==> src/rtl/nibble_serial_adder_ctrl_if.sv <==
// Handshake and operand/result bundle between the I/O layer and the nibble-serial adder sequencer.
interface nibble_serial_adder_ctrl_if #(
    parameter int unsigned NIBBLES = 4
);
    localparam int unsigned W = 4 * NIBBLES;

    logic         start;
    logic [W-1:0] a;
    logic [W-1:0] b;
    logic         cin;
    logic         ready;
    logic         busy;
    logic         done;
    logic [W-1:0] sum;
    logic         cout;
    logic         overflow;

    modport master (
        output start, a, b, cin,
        input  ready, busy, done, sum, cout, overflow
    );

    modport slave (
        input  start, a, b, cin,
        output ready, busy, done, sum, cout, overflow
    );
endinterface

==> src/rtl/nibble_serial_adder_ctrl.sv <==
// Adds two W-bit operands one nibble per clock through a single shared 4-bit adder,
// LSB nibble first, with a registered inter-nibble carry and a start/ready/done handshake.
module full_adder_4bit (
    input  logic [3:0] a,
    input  logic [3:0] b,
    input  logic       cin,
    output logic [3:0] s,
    output logic       cout
);
    assign {cout, s} = 5'(a) + 5'(b) + 5'(cin);
endmodule

module nibble_serial_adder_ctrl #(
    parameter int unsigned NIBBLES = 4
) (
    input  logic                        clk,
    input  logic                        rst_n,
    nibble_serial_adder_ctrl_if.slave   bus
);
    localparam int unsigned W    = 4 * NIBBLES;
    localparam int unsigned IDXW = (NIBBLES > 1) ? $clog2(NIBBLES) : 1;
    localparam int unsigned SELW = $clog2(W);

    typedef enum logic [1:0] {
        S_IDLE = 2'd0,
        S_RUN  = 2'd1,
        S_DONE = 2'd2
    } state_e;

    state_e            state_q, state_d;
    logic [W-1:0]      a_q, a_d;
    logic [W-1:0]      b_q, b_d;
    logic              carry_q, carry_d;
    logic [IDXW-1:0]   idx_q, idx_d;
    logic [W-1:0]      sum_q, sum_d;
    logic              cout_q, cout_d;
    logic              ovf_q, ovf_d;
    logic              done_q, done_d;
    logic              ready_q, ready_d;
    logic              busy_q, busy_d;

    logic [SELW-1:0]   nib_lsb;
    logic [3:0]        add_s;
    logic              add_co;

    assign nib_lsb = SELW'({idx_q, 2'b00});

    full_adder_4bit u_add (
        .a    (a_q[nib_lsb +: 4]),
        .b    (b_q[nib_lsb +: 4]),
        .cin  (carry_q),
        .s    (add_s),
        .cout (add_co)
    );

    // Next-state and datapath update; accept is legal from IDLE and from DONE (back-to-back).
    always_comb begin
        state_d = state_q;
        a_d     = a_q;
        b_d     = b_q;
        carry_d = carry_q;
        idx_d   = idx_q;
        sum_d   = sum_q;
        cout_d  = cout_q;
        ovf_d   = ovf_q;

        case (state_q)
            S_IDLE, S_DONE: begin
                state_d = S_IDLE;
                if (bus.start) begin
                    a_d     = bus.a;
                    b_d     = bus.b;
                    carry_d = bus.cin;
                    sum_d   = '0;
                    cout_d  = 1'b0;
                    ovf_d   = 1'b0;
                    idx_d   = '0;
                    state_d = S_RUN;
                end
            end
            S_RUN: begin
                sum_d[nib_lsb +: 4] = add_s;
                carry_d             = add_co;
                idx_d               = idx_q + IDXW'(1);
                if (idx_q == IDXW'(NIBBLES - 1)) begin
                    idx_d   = '0;
                    cout_d  = add_co;
                    ovf_d   = (a_q[W-1] == b_q[W-1]) && (sum_d[W-1] != a_q[W-1]);
                    state_d = S_DONE;
                end
            end
            default: state_d = S_IDLE;
        endcase

        ready_d = (state_d != S_RUN);
        busy_d  = (state_d == S_RUN);
        done_d  = (state_d == S_DONE);
    end

    always_ff @(posedge clk) begin
        if (!rst_n) begin
            state_q <= S_IDLE;
            a_q     <= '0;
            b_q     <= '0;
            carry_q <= 1'b0;
            idx_q   <= '0;
            sum_q   <= '0;
            cout_q  <= 1'b0;
            ovf_q   <= 1'b0;
            done_q  <= 1'b0;
            ready_q <= 1'b1;
            busy_q  <= 1'b0;
        end else begin
            state_q <= state_d;
            a_q     <= a_d;
            b_q     <= b_d;
            carry_q <= carry_d;
            idx_q   <= idx_d;
            sum_q   <= sum_d;
            cout_q  <= cout_d;
            ovf_q   <= ovf_d;
            done_q  <= done_d;
            ready_q <= ready_d;
            busy_q  <= busy_d;
        end
    end

    assign bus.ready    = ready_q;
    assign bus.busy     = busy_q;
    assign bus.done     = done_q;
    assign bus.sum      = sum_q;
    assign bus.cout     = cout_q;
    assign bus.overflow = ovf_q;
endmodule

==> src/flat_wrapper.sv <==
// flat-port wrapper written by rule: the top's interface ports become plain ports
module nibble_serial_adder_ctrl_flat 
#(
    parameter int unsigned NIBBLES = 4
)
  (clk, rst_n, bus_start, bus_a, bus_b, bus_cin, bus_ready, bus_busy, bus_done, bus_sum, bus_cout, bus_overflow);
  nibble_serial_adder_ctrl_if #(.NIBBLES(NIBBLES)) bus_i ();
  input  logic clk;
  input  logic rst_n;
  input wire logic [$bits(bus_i.start)-1:0] bus_start;
  input wire logic [$bits(bus_i.a)-1:0] bus_a;
  input wire logic [$bits(bus_i.b)-1:0] bus_b;
  input wire logic [$bits(bus_i.cin)-1:0] bus_cin;
  output wire logic [$bits(bus_i.ready)-1:0] bus_ready;
  output wire logic [$bits(bus_i.busy)-1:0] bus_busy;
  output wire logic [$bits(bus_i.done)-1:0] bus_done;
  output wire logic [$bits(bus_i.sum)-1:0] bus_sum;
  output wire logic [$bits(bus_i.cout)-1:0] bus_cout;
  output wire logic [$bits(bus_i.overflow)-1:0] bus_overflow;
  assign bus_i.start = bus_start;
  assign bus_i.a = bus_a;
  assign bus_i.b = bus_b;
  assign bus_i.cin = bus_cin;
  assign bus_ready = bus_i.ready;
  assign bus_busy = bus_i.busy;
  assign bus_done = bus_i.done;
  assign bus_sum = bus_i.sum;
  assign bus_cout = bus_i.cout;
  assign bus_overflow = bus_i.overflow;
  nibble_serial_adder_ctrl #(.NIBBLES(NIBBLES)) u_core (.clk(clk), .rst_n(rst_n), .bus(bus_i));
endmodule
==> config.mk <==
export PLATFORM = sky130hd
export DESIGN_NAME = nibble_serial_adder_ctrl_flat
export DESIGN_NICKNAME = d
export VERILOG_FILES = /design/src/rtl/nibble_serial_adder_ctrl_if.sv /design/src/rtl/nibble_serial_adder_ctrl.sv /design/src/flat_wrapper.sv
export SDC_FILE = /design/constraint.sdc
export NUM_CORES = 1
export LEC_CHECK = 0
export CORE_MARGIN = 2
export CORE_UTILIZATION = 54
export DETAILED_ROUTE_END_ITERATION = 16
export MAX_ROUTING_LAYER = met4
export PLACE_DENSITY = 0.84
export SYNTH_ARGS = -nofsm -noshare
export SYNTH_HDL_FRONTEND = slang
export SYNTH_SLANG_ARGS = --single-unit
==> constraint.sdc <==
create_clock -name clk -period 5.57 [get_ports clk]
set_clock_uncertainty 0.2 [all_clocks]
set_input_delay 1.114 -clock clk [delete_from_list [all_inputs] [get_ports clk]]
set_output_delay 1.114 -clock clk [all_outputs]
set_load 0.005 [all_outputs]
==> results.rst, run 1 <==
.. list-table::
   :header-rows: 1

   * - Metric
     - Value
   * - Wire length of the first global-routing pass
     - 9.02 mm
   * - Antenna fix cells
     - 0
   * - Post-layout minimum cycle time
     - 3130 ps
   * - TritonCTS buffer count
     - 9
   * - Worst slew pin tran
     - 824 ps
   * - Final weighted congestion of routability-driven global placement
     - 0.879
   * - Number of max-cap violations
     - 0
   * - Run status
     - complete, no violations
   * - DRT Pass-1 Iters
     - 4
   * - Total standard cell area after synthesis
     - 2600 um2
   * - Fraction of synthesized area in multiplexers
     - 0.0694
   * - Synth Area in Simple Gates
     - 0.202
   * - IR Drop Worst-Case VDD
     - 0.217 mV
   * - Proportion of netlist area held by the largest area contributor
     - 0.447
   * - Count of endpoints failing hold in the final timing report
     - 0
   * - Placeable Area
     - 4690 um2
   * - Clock share of power
     - 0.391
   * - DRC viols
     - 0
   * - Startpoint kind of the worst setup timing path
     - flop
   * - Nets in the synthesized netlist
     - 320
   * - CTS tree
     - yes
   * - Std-Cell Rows
     - 25
   * - Cells after synthesis
     - 275
   * - Global Route met3 Usage
     - 0.0521
   * - Worst Hold Class
     - flop to flop
   * - Number of buffer cells added on primary ports
     - 56
   * - Wire per inst
     - 14.1 um
   * - Distinct cell type count of the synthesized netlist
     - 36
   * - Via count
     - 2130
   * - Die X
     - 73.4 um
   * - Setup repair after global routing missed its margin
     - false
   * - Number of global-route vias before repair
     - 2079
   * - Starting Density
     - 0.554
   * - Power per standard cell area
     - 279 nW/um2
   * - Main synth FF type
     - sky130_fd_sc_hd__dfxtp_1
   * - Initial antenna violation count
     - 0
   * - Asr flop ratio synth
     - 0
   * - Number of primary I/O pins
     - 57
   * - Worst slew slack as a fraction of its limit
     - 0.448
   * - Adder and majority cell fraction of the synthesized area
     - 0.0491
   * - Flop pwr share
     - 0.477
   * - Top cells by area in the synthesized netlist
     - sky130_fd_sc_hd__dfxtp_1, sky130_fd_sc_hd__nand2_1, sky130_fd_sc_hd__a21boi_0
   * - Root buffer cell
     - sky130_fd_sc_hd__clkbuf_8
   * - Global routing met1 resource utilization
     - 0.265
   * - All-layer global routing usage
     - 0.228
   * - Skew-Pair Late Insertion Delay
     - 340 ps
   * - Met2 capacity usage during global routing
     - 0.372
   * - Most congested layer reported by global routing
     - met2
   * - Die Y
     - 73.4 um
   * - Cell internal pwr
     - 703 uW
   * - Largest family of logic cells by synthesized area
     - simple AND/OR/NAND/NOR gates
   * - Number of nets at the end of the flow
     - 373
   * - Post-synthesis sequential element count
     - 58
   * - Upper clock frequency limit
     - 319 MHz
   * - Number of flops mapped to enable cells by yosys
     - 0
   * - Worst slack at placement
     - 2110 ps
   * - Switching share of power
     - 0.250
   * - Critical path peak fanout
     - 14
   * - ANT nets after route
     - 0
   * - Highest-count cells in the layout ignoring fill and taps
     - sky130_fd_sc_hd__nand2_1, sky130_fd_sc_hd__dfxtp_1, sky130_fd_sc_hd__clkdlybuf4s50_1, sky130_fd_sc_hd__a21boi_0, sky130_fd_sc_hd__nor2b_1
   * - Crit share post-route
     - 0.562
   * - Yosys warnings
     - 0
   * - Maximum buffer depth of the clock tree
     - 2
   * - Most common library cell in the layout ignoring fill and taps
     - sky130_fd_sc_hd__nand2_1
   * - P_leak
     - 1.22 nW
   * - Total count of max-transition violations in the final report
     - 0
   * - Clock transition at path regs
     - 60 ps
   * - Overflow left after global routing
     - 0
   * - Gate power share
     - 0.132
   * - Switching Power
     - 234 uW
   * - Critical path class
     - flop to flop
   * - Fraction of final layout cells sized beyond drive strength 1
     - 0.0934
   * - Utilization after layout
     - 0.717
   * - Worst EP arrival
     - 3200 ps
   * - Category of the worst setup path capture point
     - flop
   * - Compound-cell area share of the yosys netlist
     - 0.190
   * - Total Negative Setup Slacks
     - 0 ps
   * - Area growth, synth to finish
     - 29.5%
   * - Post-layout worst setup margin
     - 2440 ps
   * - Avg Synthesized Cell Area
     - 9.45 um2
   * - # hold bufs at CTS
     - 0
   * - Part of the Yosys area used for sequential elements
     - 0.447
   * - Maximum number of pins on one net before global-route repair
     - 58
   * - CTS H-tree depth
     - 3
   * - Half-perimeter wire length of the detailed placement result
     - 3.69 mm
   * - Biggest area consumer among synthesized cells
     - sky130_fd_sc_hd__dfxtp_1
   * - Gates resized, CTS repair
     - 0
   * - Count of buffers added by post-CTS timing repair for setup
     - 0
   * - Final Setup Violations
     - 0
   * - Req. time, crit path
     - 5640 ps
   * - Area of the die
     - 5380 um2
   * - Count of clock tree sinks
     - 58
   * - Avg Vias per Cell
     - 5.52
   * - Post-synthesis xor/xnor area fraction
     - 0.00337
   * - Post-Route WL
     - 5.44 mm
   * - Detailed Route Iter0 Violations
     - 177
logic make-up (layout without fill, tap and decap cells):
logic type / count (synthesis) / after routing
AO/OA/AOI/OAI: 67 / 67
multiplexers: 8 / 8
flip-flops: 58 / 58
adder cells (fa/ha/maj): 9 / 9
buffers and inverters: 24 / 81
AND/OR/NAND/NOR: 108 / 108
XOR/XNOR: 1 / 1
power groups by stage:
stage / logic (mW) / registers, mW / clock network, mW
after floorplan: 0.0786 / 0.450 / 0
after global placement: 0.121 / 0.456 / 0
after detailed placement: 0.123 / 0.456 / 0
after CTS: 0.124 / 0.447 / 0.370
after global routing: 0.136 / 0.450 / 0.385
final: 0.124 / 0.447 / 0.366
stage by stage:
step | hold WS, ps | instance area [um2] | instances | power (mW)
detailed placement | 252 | 3170 | 371 | 0.579
global route | 273 | 3360 | 386 | 0.971
global placement | 246 | 3170 | 371 | 0.576
finish | 257 | 3360 | 386 | 0.937
CTS | 258 | 3360 | 386 | 0.942
floorplan | 240 | 2600 | 275 | 0.529
synthesized netlist by cell type (2+ instances only):
cell and count:
sky130_fd_sc_hd__and4_1 2, sky130_fd_sc_hd__nor2_1 3, sky130_fd_sc_hd__and3_2 2, sky130_fd_sc_hd__mux4_2 8, sky130_fd_sc_hd__clkbuf_1 12, sky130_fd_sc_hd__or3b_1 3, sky130_fd_sc_hd__inv_1 7, sky130_fd_sc_hd__a21boi_1 5
sky130_fd_sc_hd__a21boi_0 34, sky130_fd_sc_hd__nor2b_1 16, sky130_fd_sc_hd__nand2_1 70, sky130_fd_sc_hd__ha_1 7, sky130_fd_sc_hd__a22oi_1 13, sky130_fd_sc_hd__o21a_1 3, sky130_fd_sc_hd__a21oi_1 6, sky130_fd_sc_hd__buf_2 4
sky130_fd_sc_hd__fa_1 2, sky130_fd_sc_hd__nand2b_1 2, sky130_fd_sc_hd__dfxtp_1 58, sky130_fd_sc_hd__or3_1 2
critical path, cell delays in order (launching register included):
cell                       delay, ps
sky130_fd_sc_hd__dfxtp_1         800
sky130_fd_sc_hd__mux4_2          610
sky130_fd_sc_hd__ha_1            370
sky130_fd_sc_hd__a21oi_1         210
sky130_fd_sc_hd__a21boi_1        190
sky130_fd_sc_hd__or4_1           540
sky130_fd_sc_hd__a21boi_1        140
layout make-up:
type / instances / area, um2
multi-input cells: 193 / 1340
fillers: 387 / 1330
clock buffers: 13 / 179
flip-flops and latches: 58 / 1160
inverters: 7 / 26.3
well taps: 54 / 67.6
repair buffers: 59 / 583
clock inverters: 2 / 10.0
layer usage:
metal	vias up	share of wire
li1	1057	-
met1	1011	0.43
met2	51	0.51
met3	11	0.043
met4	0	0.019
met5	-	0
flip-flops by register name, summed over array words and instances, names as in the netlist:
name and flops:
u_core.idx_q 2, u_core.state_q 2, u_core.bus.cout 1, u_core.b_q 16, u_core.bus.busy 1, u_core.carry_q 1
u_core.bus.sum 16, u_core.bus.overflow 1, u_core.a_q 16, u_core.bus.done 1, u_core.bus.ready 1
worst paths after layout:
check,startpoint,to,slack [ps],depth (start not counted)
worst max-delay path,u_core.idx_q[0],u_core.bus.sum[15],2440,6
worst max register to register,u_core.idx_q[0],u_core.bus.sum[15],2440,6
worst min register to register,u_core.bus.sum[3],u_core.bus.sum[3],260,2
worst min-delay path,u_core.bus.sum[3],u_core.bus.sum[3],260,2
(Power assumes the default switching activity.)
==> run 2, diff against run 1 <==
CORE_UTILIZATION = 50   (was 54)
PLACE_DENSITY = 0.79   (was 0.84)
clock period = 3 ns   (was 5.57 ns; I/O delays follow)
==> run 2 against run 1 <==
  * Fmax rose by 15%
  * First-iteration DRC count is 47% lower
  * Clock power up 93%
  * Via count fell by 1.2%
  * Count of clock-buffer cells in the layout up 1
  * Die area increased by 7.6%
  * Sequential power increased by 86%
  * Utilization is 4.5 points lower
  * Highest routed layer unchanged
==> results.rst, run 2 (synthesized netlist as in run 1, its figures left out) <==
.. list-table::
   :header-rows: 1

   * - Metric
     - Value
   * - Run status
     - complete, no violations
   * - Number of buffer cells added on primary ports
     - 56
   * - Worst Hold Class
     - flop to flop
   * - DRT Pass-1 Iters
     - 4
   * - P_leak
     - 1.23 nW
   * - Depth of the worst register-to-register path
     - 6
   * - Clock share of power
     - 0.399
   * - Critical path peak fanout
     - 9
   * - Number of primary I/O pins
     - 57
   * - Most common library cell in the layout ignoring fill and taps
     - sky130_fd_sc_hd__nand2_1
   * - Total count of max-transition violations in the final report
     - 0
   * - Die X
     - 76.1 um
   * - Maximum number of pins on one net before global-route repair
     - 58
   * - Post-layout minimum cycle time
     - 2720 ps
   * - Setup repair after global routing missed its margin
     - false
   * - # hold bufs at CTS
     - 0
   * - ANT nets after route
     - 0
   * - Std-Cell Rows
     - 26
   * - Skew-Pair Late Insertion Delay
     - 330 ps
   * - Count of endpoints failing hold in the final timing report
     - 0
   * - Initial antenna violation count
     - 0
   * - Crit share post-route
     - 0.907
   * - Die Y
     - 76.1 um
   * - Avg Vias per Cell
     - 5.20
   * - Worst EP arrival
     - 2780 ps
   * - Total Negative Setup Slacks
     - 0 ps
   * - CTS tree
     - yes
   * - Category of the worst setup path capture point
     - flop
   * - Half-perimeter wire length of the detailed placement result
     - 3.79 mm
   * - Clock transition at path regs
     - 60 ps
   * - Placed instance area
     - 3210 um2
   * - Highest-count cells in the layout ignoring fill and taps
     - sky130_fd_sc_hd__nand2_1, sky130_fd_sc_hd__dfxtp_1, sky130_fd_sc_hd__clkdlybuf4s50_1, sky130_fd_sc_hd__a21boi_0, sky130_fd_sc_hd__nor2b_1
   * - Fraction of final layout cells sized beyond drive strength 1
     - 0.0955
   * - Detailed Route Iter0 Violations
     - 94
   * - Startpoint kind of the worst setup timing path
     - flop
   * - Starting Density
     - 0.512
   * - Post-layout worst setup margin
     - 279 ps
   * - Critical path class
     - flop to flop
   * - Flop pwr share
     - 0.470
   * - Req. time, crit path
     - 3060 ps
   * - TritonCTS buffer count
     - 9
   * - Wire per inst
     - 13.1 um
   * - Worst r2r src
     - u_core.idx_q[0]
   * - Post-Route WL
     - 5.29 mm
   * - Power per standard cell area
     - 518 nW/um2
   * - Antenna fix cells
     - 0
   * - Switching share of power
     - 0.233
   * - Internal reg-to-reg setup slack
     - 280 ps
   * - Switching Power
     - 412 uW
   * - Final weighted congestion of routability-driven global placement
     - 0.848
   * - DRC viols
     - 0
   * - Root buffer cell
     - sky130_fd_sc_hd__clkbuf_8
   * - Area growth, synth to finish
     - 31.2%
   * - R2R Path End
     - u_core.bus.sum[15]
   * - FILL cells
     - 425
   * - Via count
     - 2104
   * - All-layer global routing usage
     - 0.213
   * - Worst slew slack as a fraction of its limit
     - 0.659
   * - Cell depth of the worst hold path
     - 2
   * - Wire length of the first global-routing pass
     - 9.51 mm
   * - Worst slew pin tran
     - 511 ps
   * - Area of all placed cells without fillers
     - 3410 um2
   * - Upper clock frequency limit
     - 367 MHz
   * - Maximum buffer depth of the clock tree
     - 2
   * - Cell internal pwr
     - 1.35 mW
   * - Worst slack at placement
     - 86.6 ps
   * - IR Drop Worst-Case VDD
     - 0.324 mV
   * - Worst Hold End
     - u_core.bus.sum[3]
   * - Number of max-cap violations
     - 0
   * - CTS H-tree depth
     - 3
   * - Number of nets at the end of the flow
     - 375
   * - Final Setup Violations
     - 0
   * - Overflow left after global routing
     - 0
   * - Number of global-route vias before repair
     - 2050
   * - Gate power share
     - 0.130
   * - Post-placement cell count
     - 389
   * - Area of the die
     - 5790 um2
   * - Count of clock tree sinks
     - 58
   * - Placeable Area
     - 5070 um2
   * - Final cell count without fillers
     - 405
   * - Worst hold start
     - u_core.bus.sum[3]
-- run 2: layout make-up --
class / instances / area [um2] / area share
Clock buffer: 14 / 163 / 0.0477
Clock inverter: 2 / 35.0 / 0.0103
Inverter: 7 / 26.3 / 0.00771
Multi-Input combinational cell: 193 / 1340 / 0.392
Sequential cell: 58 / 1160 / 0.341
Tap cell: 70 / 87.6 / 0.0257
Timing Repair Buffer: 61 / 598 / 0.175
-- run 2: worst max-delay path by stage --
stage	cells after the start	slack (ps)	end	start
3_5_place_dp	6	90	u_core.bus.sum[15]	u_core.idx_q[0]
6_report	6	280	u_core.bus.sum[15]	u_core.idx_q[0]
3_3_place_gp	6	230	u_core.bus.sum[15]	u_core.idx_q[0]
2_1_floorplan	7	420	u_core.bus.sum[15]	u_core.idx_q[0]
5_1_grt	6	80	u_core.bus.sum[15]	u_core.idx_q[0]
4_1_cts	6	70	u_core.bus.sum[15]	u_core.idx_q[0]
-- run 2: power by group through the flow --
| stage | registers (mW) | clock network (mW) | logic [mW] |
|---|---|---|---|
| detailed placement | 0.847 | 0 | 0.232 |
| finish | 0.830 | 0.705 | 0.230 |
| global placement | 0.846 | 0 | 0.227 |
| floorplan | 0.836 | 0 | 0.146 |
| CTS | 0.830 | 0.722 | 0.233 |
| global route | 0.835 | 0.766 | 0.259 |
-- run 2: what timing repair did --
action	in CTS	in global routing
setup endpoints to repair	0	7
setup buffers	0	0
resized for setup	0	1
-- run 2: worst max-delay path: stages (launching register included) --
cell,delay [ps]
sky130_fd_sc_hd__dfxtp_2,490
sky130_fd_sc_hd__mux4_2,550
sky130_fd_sc_hd__ha_1,370
sky130_fd_sc_hd__a21oi_1,190
sky130_fd_sc_hd__a21boi_1,150
sky130_fd_sc_hd__or4_1,540
sky130_fd_sc_hd__a21boi_1,160
-- run 2: metrics by stage --
stage | hold WS, ps | utilization | total power [mW]
final | 247 | 0.672 | 1.77
after global routing | 274 | 0.672 | 1.86
after CTS | 251 | 0.671 | 1.79
after detailed placement | 245 | 0.632 | 1.08
after global placement | 238 | 0.632 | 1.07
after floorplan | 240 | - | 0.982
-- run 2: layer usage --
layer  wire, um  vias up  global-route usage
met2       2480       70               0.328
met1       2330      964               0.253
met5          0        -                   -
met3        339       13              0.0770
met4        142        0              0.0927
li1           -     1057                   -
==> run 3, diff against run 2 <==
SKIP_LAST_GASP = 1   (was default)
==> results of run 3 <==
Final layout, timing and power as in run 2 (identical DEF).
